==> src/rtl/rob_pkg.sv <==
// Shared reorder-buffer parameters and the per-entry record.
// The entry keeps dr_p and pc alongside the retire bookkeeping for trace visibility.
package rob_pkg;
    localparam int ROB_DEPTH = 16;
    localparam int IDX_W     = 4;
    localparam int PTR_W     = IDX_W + 1;
    localparam int PREG_W    = 6;
    localparam int NUM_PREG  = 64;
    localparam int NUM_CMPL  = 3;
    localparam int RETIRE_W  = 2;

    localparam logic [PREG_W:0] NO_OLD_PREG = 7'd64;

    typedef struct packed {
        logic              valid;
        logic              done;
        logic [PREG_W-1:0] dr_p;
        logic [PREG_W:0]   old_dr;
        logic [31:0]       pc;
    } rob_entry_t;
endpackage

==> src/rtl/reorder_buffer_if.sv <==
// Rename/FU-facing bus of the reorder buffer: allocation, completion and retire.
interface reorder_buffer_if;
    import rob_pkg::*;

    logic                      alloc_valid;
    logic [PREG_W-1:0]         alloc_dr_p;
    logic [PREG_W:0]           alloc_old_dr;
    logic [31:0]               alloc_pc;
    logic [IDX_W-1:0]          rob_num;
    logic                      rob_full;
    logic                      rob_empty;
    logic [NUM_CMPL-1:0]       cmpl_valid;
    logic [NUM_CMPL*IDX_W-1:0] cmpl_idx;
    logic [NUM_PREG-1:0]       retire_from_ROB;
    logic [1:0]                retire_cnt;

    modport master (
        output alloc_valid, alloc_dr_p, alloc_old_dr, alloc_pc,
        output cmpl_valid, cmpl_idx,
        input  rob_num, rob_full, rob_empty, retire_from_ROB, retire_cnt
    );

    modport slave (
        input  alloc_valid, alloc_dr_p, alloc_old_dr, alloc_pc,
        input  cmpl_valid, cmpl_idx,
        output rob_num, rob_full, rob_empty, retire_from_ROB, retire_cnt
    );
endinterface

==> src/rtl/rob_retire_sel.sv <==
// Picks the in-order run of valid+done entries starting at head, up to RETIRE_W.
module rob_retire_sel
    import rob_pkg::*;
(
    input  logic [IDX_W-1:0]     head_idx,
    input  logic [ROB_DEPTH-1:0] valid_vec,
    input  logic [ROB_DEPTH-1:0] done_vec,
    output logic [1:0]           ret_n,
    output logic [RETIRE_W-1:0]  ret_en
);
    logic             stop;
    logic [IDX_W-1:0] slot_idx;

    always_comb begin
        ret_n    = '0;
        ret_en   = '0;
        stop     = 1'b0;
        slot_idx = '0;
        for (int s = 0; s < RETIRE_W; s++) begin
            slot_idx = head_idx + IDX_W'(s);
            if (!stop && valid_vec[slot_idx] && done_vec[slot_idx]) begin
                ret_en[s] = 1'b1;
                ret_n     = ret_n + 2'd1;
            end else begin
                stop = 1'b1;
            end
        end
    end
endmodule

==> src/rtl/reorder_buffer.sv <==
// In-order reorder buffer: allocates at tail, marks done from FU tags, retires
// from head and pulses the freed previous mappings back to Rename.
module reorder_buffer
    import rob_pkg::*;
(
    input  logic            clk,
    input  logic            rstn,
    reorder_buffer_if.slave rob_bus
);
    rob_entry_t           rob_q [ROB_DEPTH];
    logic [PTR_W-1:0]     head_q;
    logic [PTR_W-1:0]     tail_q;
    logic [IDX_W-1:0]     head_idx;
    logic [IDX_W-1:0]     tail_idx;
    logic [ROB_DEPTH-1:0] valid_vec;
    logic [ROB_DEPTH-1:0] done_vec;
    logic [1:0]           ret_n;
    logic [RETIRE_W-1:0]  ret_en;
    logic [NUM_PREG-1:0]  free_vec;
    logic [NUM_PREG-1:0]  retire_vec_q;
    logic [1:0]           retire_cnt_q;
    logic [IDX_W-1:0]     free_idx;
    logic [PREG_W:0]      free_old;
    logic                 full;
    logic                 do_alloc;

    assign head_idx = head_q[IDX_W-1:0];
    assign tail_idx = tail_q[IDX_W-1:0];
    assign full     = (head_idx == tail_idx) && (head_q[IDX_W] != tail_q[IDX_W]);
    assign do_alloc = rob_bus.alloc_valid && !full;

    assign rob_bus.rob_num         = tail_idx;
    assign rob_bus.rob_full        = full;
    assign rob_bus.rob_empty       = (head_q == tail_q);
    assign rob_bus.retire_from_ROB = retire_vec_q;
    assign rob_bus.retire_cnt      = retire_cnt_q;

    always_comb begin
        valid_vec = '0;
        done_vec  = '0;
        for (int i = 0; i < ROB_DEPTH; i++) begin
            valid_vec[i] = rob_q[i].valid;
            done_vec[i]  = rob_q[i].done;
        end
    end

    rob_retire_sel u_retire_sel (
        .head_idx  (head_idx),
        .valid_vec (valid_vec),
        .done_vec  (done_vec),
        .ret_n     (ret_n),
        .ret_en    (ret_en)
    );

    // preg 0 and the "no previous mapping" tag never go back to the free pool
    always_comb begin
        free_vec = '0;
        free_idx = '0;
        free_old = '0;
        for (int s = 0; s < RETIRE_W; s++) begin
            free_idx = head_idx + IDX_W'(s);
            free_old = rob_q[free_idx].old_dr;
            if (ret_en[s] && free_old != NO_OLD_PREG && free_old != '0)
                free_vec[free_old[PREG_W-1:0]] = 1'b1;
        end
    end

    // Retiring entries are already done, so clearing after the completion
    // updates is safe; the allocated slot is never a retiring one (full blocks it).
    always_ff @(posedge clk or negedge rstn) begin
        if (!rstn) begin
            for (int i = 0; i < ROB_DEPTH; i++)
                rob_q[i] <= '0;
            head_q       <= '0;
            tail_q       <= '0;
            retire_vec_q <= '0;
            retire_cnt_q <= '0;
        end else begin
            for (int k = 0; k < NUM_CMPL; k++) begin
                if (rob_bus.cmpl_valid[k] && rob_q[rob_bus.cmpl_idx[k*IDX_W +: IDX_W]].valid)
                    rob_q[rob_bus.cmpl_idx[k*IDX_W +: IDX_W]].done <= 1'b1;
            end
            for (int s = 0; s < RETIRE_W; s++) begin
                if (ret_en[s]) begin
                    rob_q[head_idx + IDX_W'(s)].valid <= 1'b0;
                    rob_q[head_idx + IDX_W'(s)].done  <= 1'b0;
                end
            end
            if (do_alloc)
                rob_q[tail_idx] <= '{valid:  1'b1,
                                     done:   1'b0,
                                     dr_p:   rob_bus.alloc_dr_p,
                                     old_dr: rob_bus.alloc_old_dr,
                                     pc:     rob_bus.alloc_pc};
            head_q       <= head_q + PTR_W'(ret_n);
            tail_q       <= tail_q + PTR_W'(do_alloc);
            retire_vec_q <= free_vec;
            retire_cnt_q <= ret_n;
        end
    end
endmodule

==> src/flat_wrapper.sv <==
// flat-port wrapper written by rule: the top's interface ports become plain ports
module reorder_buffer_flat import rob_pkg::*;
  (clk, rstn, rob_bus_alloc_valid, rob_bus_alloc_dr_p, rob_bus_alloc_old_dr, rob_bus_alloc_pc, rob_bus_cmpl_valid, rob_bus_cmpl_idx, rob_bus_rob_num, rob_bus_rob_full, rob_bus_rob_empty, rob_bus_retire_from_ROB, rob_bus_retire_cnt);
  reorder_buffer_if rob_bus_i ();
  input  logic clk;
  input  logic rstn;
  input wire logic [$bits(rob_bus_i.alloc_valid)-1:0] rob_bus_alloc_valid;
  input wire logic [$bits(rob_bus_i.alloc_dr_p)-1:0] rob_bus_alloc_dr_p;
  input wire logic [$bits(rob_bus_i.alloc_old_dr)-1:0] rob_bus_alloc_old_dr;
  input wire logic [$bits(rob_bus_i.alloc_pc)-1:0] rob_bus_alloc_pc;
  input wire logic [$bits(rob_bus_i.cmpl_valid)-1:0] rob_bus_cmpl_valid;
  input wire logic [$bits(rob_bus_i.cmpl_idx)-1:0] rob_bus_cmpl_idx;
  output wire logic [$bits(rob_bus_i.rob_num)-1:0] rob_bus_rob_num;
  output wire logic [$bits(rob_bus_i.rob_full)-1:0] rob_bus_rob_full;
  output wire logic [$bits(rob_bus_i.rob_empty)-1:0] rob_bus_rob_empty;
  output wire logic [$bits(rob_bus_i.retire_from_ROB)-1:0] rob_bus_retire_from_ROB;
  output wire logic [$bits(rob_bus_i.retire_cnt)-1:0] rob_bus_retire_cnt;
  assign rob_bus_i.alloc_valid = rob_bus_alloc_valid;
  assign rob_bus_i.alloc_dr_p = rob_bus_alloc_dr_p;
  assign rob_bus_i.alloc_old_dr = rob_bus_alloc_old_dr;
  assign rob_bus_i.alloc_pc = rob_bus_alloc_pc;
  assign rob_bus_i.cmpl_valid = rob_bus_cmpl_valid;
  assign rob_bus_i.cmpl_idx = rob_bus_cmpl_idx;
  assign rob_bus_rob_num = rob_bus_i.rob_num;
  assign rob_bus_rob_full = rob_bus_i.rob_full;
  assign rob_bus_rob_empty = rob_bus_i.rob_empty;
  assign rob_bus_retire_from_ROB = rob_bus_i.retire_from_ROB;
  assign rob_bus_retire_cnt = rob_bus_i.retire_cnt;
  reorder_buffer u_core (.clk(clk), .rstn(rstn), .rob_bus(rob_bus_i));
endmodule
==> config.mk <==
export PLATFORM = sky130hd
export DESIGN_NAME = reorder_buffer_flat
export DESIGN_NICKNAME = d
export VERILOG_FILES = /design/src/rtl/rob_pkg.sv /design/src/rtl/reorder_buffer_if.sv /design/src/rtl/rob_retire_sel.sv /design/src/rtl/reorder_buffer.sv /design/src/flat_wrapper.sv
export SDC_FILE = /design/constraint.sdc
export NUM_CORES = 1
export LEC_CHECK = 0
export BUFFER_PORTS_ARGS = -buffer_cell sky130_fd_sc_hd__clkbuf_2
export CORE_MARGIN = 4
export CORE_UTILIZATION = 50
export DETAILED_ROUTE_END_ITERATION = 6
export PLACE_DENSITY = 0.8
export SYNTH_ARGS = -nofsm -noshare
export SYNTH_HDL_FRONTEND = slang
export SYNTH_SLANG_ARGS = --single-unit
export TNS_END_PERCENT = 10
==> constraint.sdc <==
create_clock -name clk -period 4.4 [get_ports clk]
set_input_delay 0.66 -clock clk [delete_from_list [all_inputs] [get_ports clk]]
set_output_delay 0.66 -clock clk [all_outputs]
set_load 0.01 [all_outputs]
==> flow_metrics.tcl <==
set metrics [dict create \
    n_fill_cell 1693 \
    die-width_um 154.5 \
    hold_viol 0 \
    wl_um 29890 \
    gr-total-overflow 0 \
    root_buffer "clkbuf_16" \
    clock_sinks 204 \
    pwr_density_cell_nw_per_um2 925.1 \
    preCtsSetupSlack_ps 622.8 \
    p_total_mw 11.27 \
    synth_seq_cells 204 \
    hold_ws_ps 354.8 \
    cts_made_buffers 22 \
    swShare_pct 44.00 \
    async_flop_share_pct 100.0 \
    p_int_mw 6.313 \
    synth_area_per_cell_sq_um 12.38 \
    area_delta_synth_final_pct 13.51 \
    antenna_found_initial 1 \
    power_frac_comb_pct 54.8 \
    worst-path-max-fanout 25 \
    drv_slew 0 \
    yosys-top-cells-count "dfrtp_1, mux2_2, nand2_1, mux4_2, o22ai_1" \
    globalplace.congestion 0.9579 \
    maxCapViolations 0 \
    tightest_slew_ps 1070 \
    synth_cell_type_count 69 \
    clock_power_share_pct 16.0 \
    final_layout_size_suffix_gt1_share_pct 35.60 \
    status "finished, violations left" \
    place_area_sq_um 11480 \
    die_area_sq_um 23880 \
    dr_total_vias 8314 \
    fp.coreArea_sq_um 21090 \
    critPathRequiredTime_ps 4810 \
    max_freq_mhz 259.7 \
    setup_slack_ps 549.4 \
    die_h_um 154.5 \
    setup_viol 0 \
    crit_arrival_ps 4260 \
    drc 1 \
    dp_hpwl_um 20520 \
    power.switching_mw 4.961 \
    numPortBuffers 95 \
    critPathSlowestCell "a222oi_1" \
    grt_max_degree 137 \
    critPathKind "reg -> reg" \
    grt_use_total_pct 24.89 \
    num_rows 53 \
    crit_chain "inv_1 > ha_2 > buf_12 > mux4_2 > a222oi_1 > o211ai_1 > or3b_2 > o22ai_1" \
    viasPerCell 6.667 \
    pin_count 135 \
    peakVddDrop_mv 0.4342 \
    final_util_pct 57.79 \
    grt_pass1_vias 8375 \
    start_util_pct 50.91 \
    fin_crit_ps 3851 \
    clk_pin_slew_worst_paths_ps 60 \
    synth_top_area_cell "dfrtp_1" \
    cts_tree "yes" \
    synth_area_sq_um 10740 \
    nets 1030 \
    power.static_leakage_nw 5.247 \
    dr.pass1.iters 7 \
    hold_buffers 0 \
    placed_cells_incl_taps 1208 \
    cp-start-kind "flop" \
    fin_worst_skew_ps 8.491 \
    n_antenna_cell 0 \
    rsz0062_at_grt "false" \
    drt_first_iter_violations 972 \
    synth_top_area_share_pct 47.55 \
    cts.path.max_buffers 3 \
    syn_nets 940 \
    synth_edf_count 0 \
    crit_path_end_kind "flop" \
    ys_warn_count 0 \
    fin_setup_tns_ps 0 \
    synthTopCellsByArea "dfrtp_1, mux4_2, mux2_2" \
    hold_class "in -> async" \
    stdcell_count 1247 \
    postCtsSetupBuffers 0 \
    seq_area_frac_synth_pct 47.55 \
    p_seq_share_pct 29.1 \
    ys.flop_type "dfrtp_1" \
    relSlewSlack_pct 28.64 \
    fin_crit_sh_pct 87.51 \
    yosysMostFrequentCell "dfrtp_1" \
    h-tree-depth 1 \
    grt_first_pass_wirelength_um 47530 \
    cpPeakStageDelay_ps 680 \
    final_area_sq_um 12190 \
    violations "design-rule violations" \
    clk_latency_ps 510 \
    wire_per_inst_um 23.97 \
    antenna_left 0 \
    cts_resized 0 \
    syn-instance-count 867 \
]
final timing paths:
kind | from | end | slack, ps | depth (start not counted)
setup / recovery | u_core.head_q[0] | u_core.rob_bus.retire_from_ROB[13] | 550 | 8
hold / removal | rstn | u_core.done_vec[10] | 350 | 1
setup reg to reg | u_core.head_q[0] | u_core.rob_bus.retire_from_ROB[13] | 550 | 8
hold reg to reg | u_core.tail_q[4] | u_core.tail_q[4] | 490 | 1
max in group asynchronous | rstn | u_core.rob_q[315] | 2990 | 2
min in group clk | u_core.tail_q[4] | u_core.tail_q[4] | 490 | 1
critical path: cells and delay by family, from the launching register on:
family / cells / cell delay (ps)
AOI/OAI and AO/OA: 3 / 1280
adders and majority gates: 1 / 430
buffers and inverters: 2 / 360
DFF: 1 / 540
muxes: 1 / 520
and+or+nand+nor: 1 / 600
flip-flops by register name, indices dropped and copies added (netlist names):
name                            cells
u_core.tail_q                       5
u_core.rob_bus.retire_cnt           2
u_core.done_vec                    16
u_core.head_q                       5
u_core.rob_bus.retire_from_ROB     64
u_core.rob_q                      112
power by group through the flow:
| stage | Sequential (mW) | Clock [mW] | Combinational [mW] |
|---|---|---|---|
| 2_1_floorplan | 3.02 | 0 | 4.53 |
| 3_3_place_gp | 3.21 | 0 | 5.86 |
| 3_5_place_dp | 3.28 | 0 | 5.98 |
| 4_1_cts | 3.25 | 1.83 | 6.05 |
| 5_1_grt | 3.36 | 1.93 | 6.59 |
| 6_report | 3.28 | 1.81 | 6.18 |
metal layers:
metal  wire length (um)  track usage (%)
met2              13830            38.87
met5                  8                0
met1              11780            34.67
met4               1090            9.083
met3               3183            5.428
kinds of logic (layout without fill, tap and decap cells):
kind of cell	count (synthesis)	count (layout)	share of synthesized area [%]
simple gates	246	246	11.76
flops	204	204	47.55
mux	172	172	24.87
compound gates	155	155	10.61
other cells	1	1	0.03493
fa+ha+maj	10	10	1.235
xor+xnor	11	11	0.8974
buf+inv	68	173	3.053
cells in the final DEF, fill, tap and decap left out, types with 9 or more instances in the layout:
master     instances
mux2_2            98
xnor2_1            9
nand3_1           36
o21ai_0           15
o22ai_1           42
and2_1            11
clkbuf_2          94
nor2b_1           20
buf_4             20
mux4_2            66
clkbuf_16         23
o32ai_1           27
a21oi_1           10
inv_1             15
nand2_1           89
and3_1             9
dfrtp_1          203
nor2_1            27
cell type report:
cell class	instances	area (sq um)	share of cell area (%)
Multi-Input combinational cell	595	5306	43.54
Tap cell	275	344.1	2.823
Sequential cell	204	5106	41.90
Inverter	18	67.56	0.5544
Timing Repair Buffer	116	654.4	5.370
Clock buffer	26	596.8	4.897
Clock inverter	13	111.4	0.9138
No activity file was read; power rests on OpenSTA's default activity.
